**config.mk**
```make
export PLATFORM = sky130hd
export DESIGN_NAME = ym_bus_writer
export DESIGN_NICKNAME = d
export VERILOG_FILES = /design/src/rtl/ym_bus_writer.sv
export SDC_FILE = /design/constraint.sdc
export NUM_CORES = 1
export LEC_CHECK = 0
export ABC_AREA = 0
export CAP_MARGIN = 20
export CELL_PAD_IN_SITES_DETAIL_PLACEMENT = 1
export CELL_PAD_IN_SITES_GLOBAL_PLACEMENT = 1
export CORE_ASPECT_RATIO = 0.6
export CORE_MARGIN = 10
export CORE_UTILIZATION = 43
export DETAILED_ROUTE_END_ITERATION = 8
export GPL_TIMING_DRIVEN = 0
export PLACE_DENSITY_LB_ADDON = 0.15
export SLEW_MARGIN = 0
export SYNTH_ARGS = -nofsm -noshare
export SYNTH_HDL_FRONTEND = slang
export SYNTH_SLANG_ARGS = --single-unit
```
**constraint.sdc**
```tcl
create_clock -name MCLK -period 3.2 [get_ports MCLK]
set_clock_uncertainty 0.1 [all_clocks]
set_input_delay 0.64 -clock MCLK [delete_from_list [all_inputs] [get_ports MCLK]]
set_output_delay 0.64 -clock MCLK [all_outputs]
set_load 0.01 [all_outputs]
```
**src/rtl/ym_bus_writer.sv**
```systemverilog
// Host-side writer for the YM/PSG CPU port: queues (addr,data) writes and replays each
// as an address strobe then a data strobe, timed in chip clocks. Option: YM_WRITER_ADDR_CACHE_EN.
module ym_bus_writer #(
  parameter int STB_LEN   = 2,
  parameter int ADDR_WAIT = 12,
  parameter int DATA_WAIT = 84,
  parameter int FIFO_LOG2 = 2,
  parameter int CNT_W     = 8
) (
  input  logic       MCLK,
  input  logic       reset,
  input  logic       ce,
  input  logic       req_valid,
  output logic       req_ready,
  input  logic [7:0] req_addr,
  input  logic [7:0] req_data,
  output logic       chip_cs_n,
  output logic       chip_wr_n,
  output logic       chip_a0,
  output logic [7:0] chip_d,
  output logic       busy
);

  localparam int DEPTH = 1 << FIFO_LOG2;
  localparam logic [CNT_W-1:0]     STB_M1   = CNT_W'(STB_LEN - 1);
  localparam logic [CNT_W-1:0]     AWAIT_M1 = CNT_W'(ADDR_WAIT - 1);
  localparam logic [CNT_W-1:0]     DWAIT_M1 = CNT_W'(DATA_WAIT - 1);
  localparam logic [CNT_W-1:0]     CNT_ONE  = CNT_W'(1);
  localparam logic [FIFO_LOG2-1:0] PTR_ONE  = FIFO_LOG2'(1);
  localparam logic [FIFO_LOG2:0]   QCNT_ONE = (FIFO_LOG2 + 1)'(1);
  localparam logic [FIFO_LOG2:0]   QCNT_MAX = (FIFO_LOG2 + 1)'(DEPTH);

  typedef enum logic [2:0] {
    IDLE   = 3'd0,
    A_STB  = 3'd1,
    A_WAIT = 3'd2,
    D_STB  = 3'd3,
    D_WAIT = 3'd4
  } state_t;

  // ---------------------------------------------------------------------------
  // Write queue. Handshake: a request is accepted on an MCLK edge where
  // req_valid && req_ready; req_ready is registered and only reflects !full.
  // ---------------------------------------------------------------------------
  logic [7:0]           q_addr [DEPTH];
  logic [7:0]           q_data [DEPTH];
  logic [FIFO_LOG2-1:0] wr_ptr;
  logic [FIFO_LOG2-1:0] rd_ptr;
  logic [FIFO_LOG2:0]   q_count;
  logic [FIFO_LOG2:0]   q_count_nx;
  logic                 push;
  logic                 pop;
  logic                 q_empty;
  logic [7:0]           head_addr;
  logic [7:0]           head_data;

  assign push      = req_valid && req_ready;
  assign q_empty   = (q_count == '0);
  assign head_addr = q_addr[rd_ptr];
  assign head_data = q_data[rd_ptr];

  always_comb begin
    q_count_nx = q_count;
    case ({push, pop})
      2'b10:   q_count_nx = q_count + QCNT_ONE;
      2'b01:   q_count_nx = q_count - QCNT_ONE;
      default: q_count_nx = q_count;
    endcase
  end

  always_ff @(posedge MCLK) begin
    if (reset) begin
      wr_ptr    <= '0;
      rd_ptr    <= '0;
      q_count   <= '0;
      req_ready <= 1'b1;
    end else begin
      if (push) wr_ptr <= wr_ptr + PTR_ONE;
      if (pop)  rd_ptr <= rd_ptr + PTR_ONE;
      q_count   <= q_count_nx;
      req_ready <= (q_count_nx != QCNT_MAX);
    end
  end

  // Storage needs no reset; the pointers define what is valid.
  always_ff @(posedge MCLK) begin
    if (push) begin
      q_addr[wr_ptr] <= req_addr;
      q_data[wr_ptr] <= req_data;
    end
  end

  // ---------------------------------------------------------------------------
  // Transfer FSM
  // ---------------------------------------------------------------------------
  state_t           state;
  state_t           state_nx;
  logic [CNT_W-1:0] cnt;
  logic [CNT_W-1:0] cnt_nx;
  logic [7:0]       cur_addr;
  logic [7:0]       cur_data;
  logic             skip_addr;
  logic             a_stb_done;
  logic             cs_nx;
  logic             wr_nx;
  logic             a0_nx;
  logic [7:0]       d_nx;
  logic [7:0]       ent_addr;
  logic [7:0]       ent_data;

  assign a_stb_done = ce && (state == A_STB) && (cnt == '0);

`ifdef YM_WRITER_ADDR_CACHE_EN
  logic [7:0] last_addr;
  logic       last_valid;

  // A repeat of the address already latched in the chip needs only the data phase.
  assign skip_addr = last_valid && (head_addr == last_addr);

  always_ff @(posedge MCLK) begin
    if (reset) begin
      last_addr  <= '0;
      last_valid <= 1'b0;
    end else if (a_stb_done) begin
      last_addr  <= cur_addr;
      last_valid <= 1'b1;
    end
  end
`else
  assign skip_addr = 1'b0;
`endif

  // State register, counter, entry latch and registered bus outputs.
  always_ff @(posedge MCLK) begin
    if (reset) begin
      state     <= IDLE;
      cnt       <= '0;
      cur_addr  <= '0;
      cur_data  <= '0;
      chip_cs_n <= 1'b1;
      chip_wr_n <= 1'b1;
      chip_a0   <= 1'b0;
      chip_d    <= '0;
    end else begin
      state     <= state_nx;
      cnt       <= cnt_nx;
      chip_cs_n <= cs_nx;
      chip_wr_n <= wr_nx;
      chip_a0   <= a0_nx;
      chip_d    <= d_nx;
      if (pop) begin
        cur_addr <= head_addr;
        cur_data <= head_data;
      end
    end
  end

  // Next-state logic: nothing moves without ce.
  always_comb begin
    state_nx = state;
    cnt_nx   = cnt;
    pop      = 1'b0;
    if (ce) begin
      case (state)
        IDLE: begin
          if (!q_empty) begin
            pop      = 1'b1;
            state_nx = skip_addr ? D_STB : A_STB;
            cnt_nx   = STB_M1;
          end
        end
        A_STB: begin
          if (cnt == '0) begin
            state_nx = A_WAIT;
            cnt_nx   = AWAIT_M1;
          end else begin
            cnt_nx = cnt - CNT_ONE;
          end
        end
        A_WAIT: begin
          if (cnt == '0) begin
            state_nx = D_STB;
            cnt_nx   = STB_M1;
          end else begin
            cnt_nx = cnt - CNT_ONE;
          end
        end
        D_STB: begin
          if (cnt == '0) begin
            state_nx = D_WAIT;
            cnt_nx   = DWAIT_M1;
          end else begin
            cnt_nx = cnt - CNT_ONE;
          end
        end
        D_WAIT: begin
          if (cnt != '0) begin
            cnt_nx = cnt - CNT_ONE;
          end else if (!q_empty) begin
            pop      = 1'b1;
            state_nx = skip_addr ? D_STB : A_STB;
            cnt_nx   = STB_M1;
          end else begin
            state_nx = IDLE;
            cnt_nx   = '0;
          end
        end
        default: begin
          state_nx = IDLE;
          cnt_nx   = '0;
        end
      endcase
    end
  end

  // Output logic: bus values for the state being entered, registered above.
  always_comb begin
    ent_addr = pop ? head_addr : cur_addr;
    ent_data = pop ? head_data : cur_data;
    cs_nx    = 1'b1;
    wr_nx    = 1'b1;
    a0_nx    = chip_a0;
    d_nx     = chip_d;
    case (state_nx)
      A_STB: begin
        cs_nx = 1'b0;
        wr_nx = 1'b0;
        a0_nx = 1'b0;
        d_nx  = ent_addr;
      end
      A_WAIT: begin
        a0_nx = 1'b0;
        d_nx  = ent_addr;
      end
      D_STB: begin
        cs_nx = 1'b0;
        wr_nx = 1'b0;
        a0_nx = 1'b1;
        d_nx  = ent_data;
      end
      D_WAIT: begin
        a0_nx = 1'b1;
        d_nx  = ent_data;
      end
      default: begin
        cs_nx = 1'b1;
        wr_nx = 1'b1;
      end
    endcase
  end

  assign busy = (state != IDLE) || !q_empty;

endmodule
```
After elaboration in Yosys (flattened, before gate mapping). Memory sizes are Yosys's and may differ from the RTL's. A register that Yosys moved wholly into a read port is not among the register bits. Cells that the tools add are included.

Memories: 2. Input port bits: 20. Logic and storage cells: 74. Bits in writable memories: 64. Latch bits: 0. Bits in read-only memories: 0. Flip-flop bits (word level): 45. Output and inout bits: 13.

Bitwise operators: 0. Eq/ne operators: 12. Magnitude comparators: 0. Shift operators: 0. Mux-type cells: 31. $mul: 0. Div/mod/pow operators: 0. $add $sub $neg: 5. Reduce and logical (&&, ||, !) cells: 13.

Memory list: q_addr (words 4, width 8, rd ports 1, clocked after memory_dff 1, wr ports 1, line 45) `logic [7:0] q_addr [DEPTH];`; q_data (words 4, width 8, rd ports 1, clocked after memory_dff 1, wr ports 1, line 46) `logic [7:0] q_data [DEPTH];`.

Operators with widths (number): 2-to-1 mux 8 bit (7); case mux 8 bit (5 select lines) (1); 2-to-1 mux 3 bit (6); case mux 8 bit (2 select lines) (1); case mux 3 bit (5 select lines) (1); equality test 3 x 2 -> 1 bit, second input constant (4); logical NOT 8 bit (1); 2-to-1 mux 1 bit (8); 2-to-1 mux 2 bit (4); nonzero test 8 bit (1); subtractor 8 x 1 -> 8 bit, second input constant (1); equality test 3 x 1 -> 1 bit, second input constant (2); equality test 3 bit, second input constant (2); logical NOT 3 bit (2); case mux 3 bit (2 select lines) (1); OR reduction 2 bit (3); adder 2 x 1 -> 2 bit, second input constant (2); case mux 1 bit (2 select lines) (2); adder 3 x 1 -> 3 bit, second input constant (1); inequality test 3 bit, second input constant (1); nonzero test 3 bit (1); subtractor 3 x 1 -> 3 bit, second input constant (1); equality test 2 x 1 -> 1 bit, second input constant (1); equality test 2 bit, second input constant (1); 6 further kinds (6).

Longest topological paths before layout.
Depth in word-level cells: 8. Mapped depth: 15. Gate-level depth less buffers: 13.

Least setup slack after synthesis. No wires, ideal clock.

Kind: flip-flop to flip-flop. Start point: reg cnt[0]. End point: reg req_ready. Stages on the path, launching flop included: 16. Clock period less this slack: 3.010 ns. Required time: 2.981 ns. Slack: 0.190 ns. Library setup time: 0.119 ns. Buffers on the path: 2. Arrival time: 2.791 ns. Cells stage by stage: dfxtp_1 -> inv_1 -> ha_1 -> buf_2 -> or3b_1 -> buf_2 -> o21ai_4 -> nand2_1 -> inv_1 -> ha_1 -> inv_1 -> fa_1 -> xor2_1 -> or3_1 -> a21oi_1 -> nand2_1.

Longest elaborated chain between the ends: 7. Elaborated cells on any way between the ends: 8. Classes of those cells: 3 x eq/ne; 4 x mux; 1 x reduce/logical.

RTL lines: start, declared (line 98) `logic [CNT_W-1:0] cnt;`; start signal, assigned (line 146) `cnt <= cnt_nx;`; nonzero test 8 bit * (line 197) `if (cnt != '0) begin`; 2-to-1 mux 1 bit * (line 197); case mux 1 bit (2 select lines) * (line 164) `case (state)`; 2-to-1 mux 1 bit * (line 163) `if (ce) begin`; equality test 2 x 1 -> 1 bit or equality test 2 bit (tied branches) (line 64) `case ({push, pop})`; case mux 3 bit (2 select lines) * (line 64); inequality test 3 bit * (line 81) `req_ready <= (q_count_nx != QCNT_MAX);`; end signal, assigned (line 81); end, declared (line 14) `output logic req_ready,`.

Every way passes the cells marked *; elsewhere a longest branch is shown, timed or not. A chain may end at the register's enable or synchronous reset.

Worst setup path in the final report. Ends and elaborated chain as after synthesis.

==> impl_metrics.tcl <==
set metrics [dict create \
    dr.pass1.iters 5 \
    synth_warnings 0 \
    peakVddDrop_v 0.000298 \
    whs_path_depth 2 \
    min-delay-start "chip_d[4]" \
    cts_tree "built" \
    clk_pin_slew_ns 0.08 \
    min_path_type "register to register" \
    grt_pass1_vias 3470 \
    ys_seq_area_share_pct 59.8 \
    async_flop_share_pct 0 \
    drc_errors 0 \
    core.rowCount 29 \
    synth_area_sq_mm 0.00478 \
    nNetsFinal 470 \
    dr_wl_met2_mm 5.32 \
    routed_via_density 5.78 \
    synthFlopType "edfxtp_1" \
    die_w_microns 156 \
    synth-edff-count 64 \
    final_core_util_pct 53.3 \
    finalCriticalPeriod_ns 3.07 \
    slew_viol_final 0 \
    reg2reg_depth 15 \
    r2r_end "req_ready" \
    fp.dieH_microns 102 \
    rsz0062_at_grt "no" \
    slew_headroom_pct 39.0 \
    cp_max_fo 6 \
    layout_common_cells "edfxtp_1 (64), nor2_1 (49), dfxtp_1 (45)" \
    drtAntennaViolNets 0 \
    placedCellCount 561 \
    grt_pass1_wl_mm 19.6 \
    ys_ff_latch 111 \
    fmax_mhz 326 \
    top_layer "met4" \
    grt_use_total_pct 16.0 \
    end_kind "register" \
    cts_hold_buffers 0 \
    core_area_sq_mm 0.0107 \
    cts_root_buf "clkbuf_16" \
    wl_met1_mm 6.07 \
    maxCapViolCount 0 \
    area_growth_pct 19.3 \
    clock-sinks 111 \
    start_kind "register" \
    cellLeakagePower_nw 1.97 \
    min_to "chip_d[4]" \
    clk_latency_ns 0.35 \
    final_common_cell "edfxtp_1" \
    ys_types 57 \
    crit_arrival_ns 3.22 \
    antenna_found_initial 0 \
    n_antenna_cell 0 \
    synth_cells 391 \
    cts_buffer_depth 2 \
    grt_overflow 0 \
    drt_iter0_markers 274 \
    h-tree-depth 3 \
    criticalPathCategory "register to register" \
    worstMarginPinSlew_ns 0.912 \
    setup_viol 0 \
    cts_buffers 9 \
    grt_max_degree 21 \
    finalCritPeriodShare_pct 95.9 \
    worstPathRequired_ns 3.35 \
    dieArea_sq_mm 0.0159 \
    hold_violations 0 \
    final_cells 587 \
    avgSynthCellArea_sq_um 12.2 \
    place_hpwl_mm 8.86 \
    cp-startpoint "cnt[0]" \
    place.port_buffers 31 \
    outcome "finished, final reports clean" \
    power.density_mw_per_mm2 849 \
    dr_wl_met3_microns 882 \
    num_vias 3394 \
    gp_congestion 0.846 \
    drive_above_1_share_pct 16.3 \
    initial_core_util_pct 44.7 \
    syn-num-nets 418 \
    pin_count 33 \
    r2r_start "cnt[0]" \
    wire_per_inst_microns 21.1 \
    r2r_slack_ns 0.13 \
    wl_mm 12.4 \
]
## area by class of cell
| cell class | instances | area, sq um |
|---|---|---|
| plain buffers | 25 | 140 |
| clock buffers | 9 | 225 |
| clock inverters | 7 | 88.8 |
| fillers | 1076 | 5000 |
| inverters | 12 | 45.0 |
| multi-input cells | 243 | 1780 |
| flip-flops and latches | 111 | 2870 |
| well taps | 139 | 174 |
| repair buffers | 41 | 385 |
## worst max-delay path, cell delays in order, from the launching register on
cell     delay (ns)
dfxtp_4        0.37
inv_2          0.06
ha_2           0.16
buf_6          0.11
or3b_4         0.37
buf_6          0.14
o21ai_4        0.17
nand2_4        0.10
inv_2          0.08
ha_4           0.12
inv_1          0.05
fa_2           0.33
xor2_1         0.16
or3_1          0.39
a21oi_2        0.18
nand2_1        0.08
## state kept, by name (all words and copies together), names as in the netlist, 3 cells and up, named ones only
name	count
chip_d	8
cnt	8
q_data	32
cur_addr	8
q_count	3
q_addr	32
state	3
cur_data	8
## stage by stage
step	worst slack, ns	cell area [sq um]	TNS [ns]	hold slack (ns)	power, W
final	0.130	5710	0	0.401	0.00484
after global routing	0.00334	5710	0	0.434	0.00512
after CTS	0.0132	5610	0	0.408	0.00472
after floorplan	0.190	4780	0	0.358	0.00297
after global placement	-0.239	5270	-0.351	0.374	0.00348
after detailed placement	-0.277	5270	-0.449	0.396	0.00352
## worst max path at each step
| stage | endpoint | slack, ns | cells past startpoint |
|---|---|---|---|
| after detailed placement | req_ready | -0.28 | 15 |
| after floorplan | req_ready | 0.19 | 15 |
| final | req_ready | 0.13 | 15 |
| after CTS | req_ready | 0.01 | 15 |
| after global routing | req_ready | 0.003 | 15 |
| after global placement | req_ready | -0.24 | 15 |
## Yosys cell counts, types with 3 or more instances
library cell / count / area (sq um)
nand3_1: 9 / 45.0
or3_1: 5 / 31.3
mux4_2: 16 / 360
nor4_1: 4 / 25.0
o21ai_0: 14 / 70.1
buf_1: 3 / 11.3
mux2i_1: 3 / 30.0
ha_1: 6 / 75.1
buf_4: 3 / 22.5
buf_2: 5 / 25.0
nor2_1: 49 / 184
o22ai_1: 8 / 50.1
nand4_1: 10 / 62.6
nor3_1: 6 / 30.0
nor2b_1: 3 / 18.8
inv_1: 12 / 45.0
and3_1: 19 / 119
a31oi_1: 8 / 50.1
a21oi_1: 17 / 85.1
clkbuf_1: 11 / 41.3
dfxtp_1: 47 / 941
o21ai_1: 3 / 15.0
edfxtp_1: 64 / 1920
xor2_1: 4 / 35.0
nand2_1: 11 / 41.3
a21boi_0: 13 / 97.6
## metal layers
metal  global-route usage, %  vias up
met4                    4.26        0
li1                        -     1573
met1                    22.7     1700
met2                    23.3      113
met3                    4.74        8
met5                       0        -
## what timing repair did
item,4_1_cts,5_1_grt
pin swaps,2,5
setup buffers,1,9
setup endpoints to repair,2,2
gates cloned,0,0
gates resized for setup,6,12
## where the power goes
part           total (W)  switching [W]  internal (W)
Clock            0.00118       0.000552      0.000624
Sequential       0.00185       0.000116       0.00173
Combinational    0.00182        0.00104      0.000775
Total            0.00484        0.00171       0.00313
## cells by family after synthesis
family | Yosys count | synth area share (%)
simple gates | 128 | 13.7
flops | 111 | 59.8
compound gates | 81 | 11.1
buf+inv | 37 | 3.61
mux | 21 | 8.71
fa+ha+maj | 7 | 1.99
xor+xnor | 6 | 1.10
(Power assumes the default switching activity.)
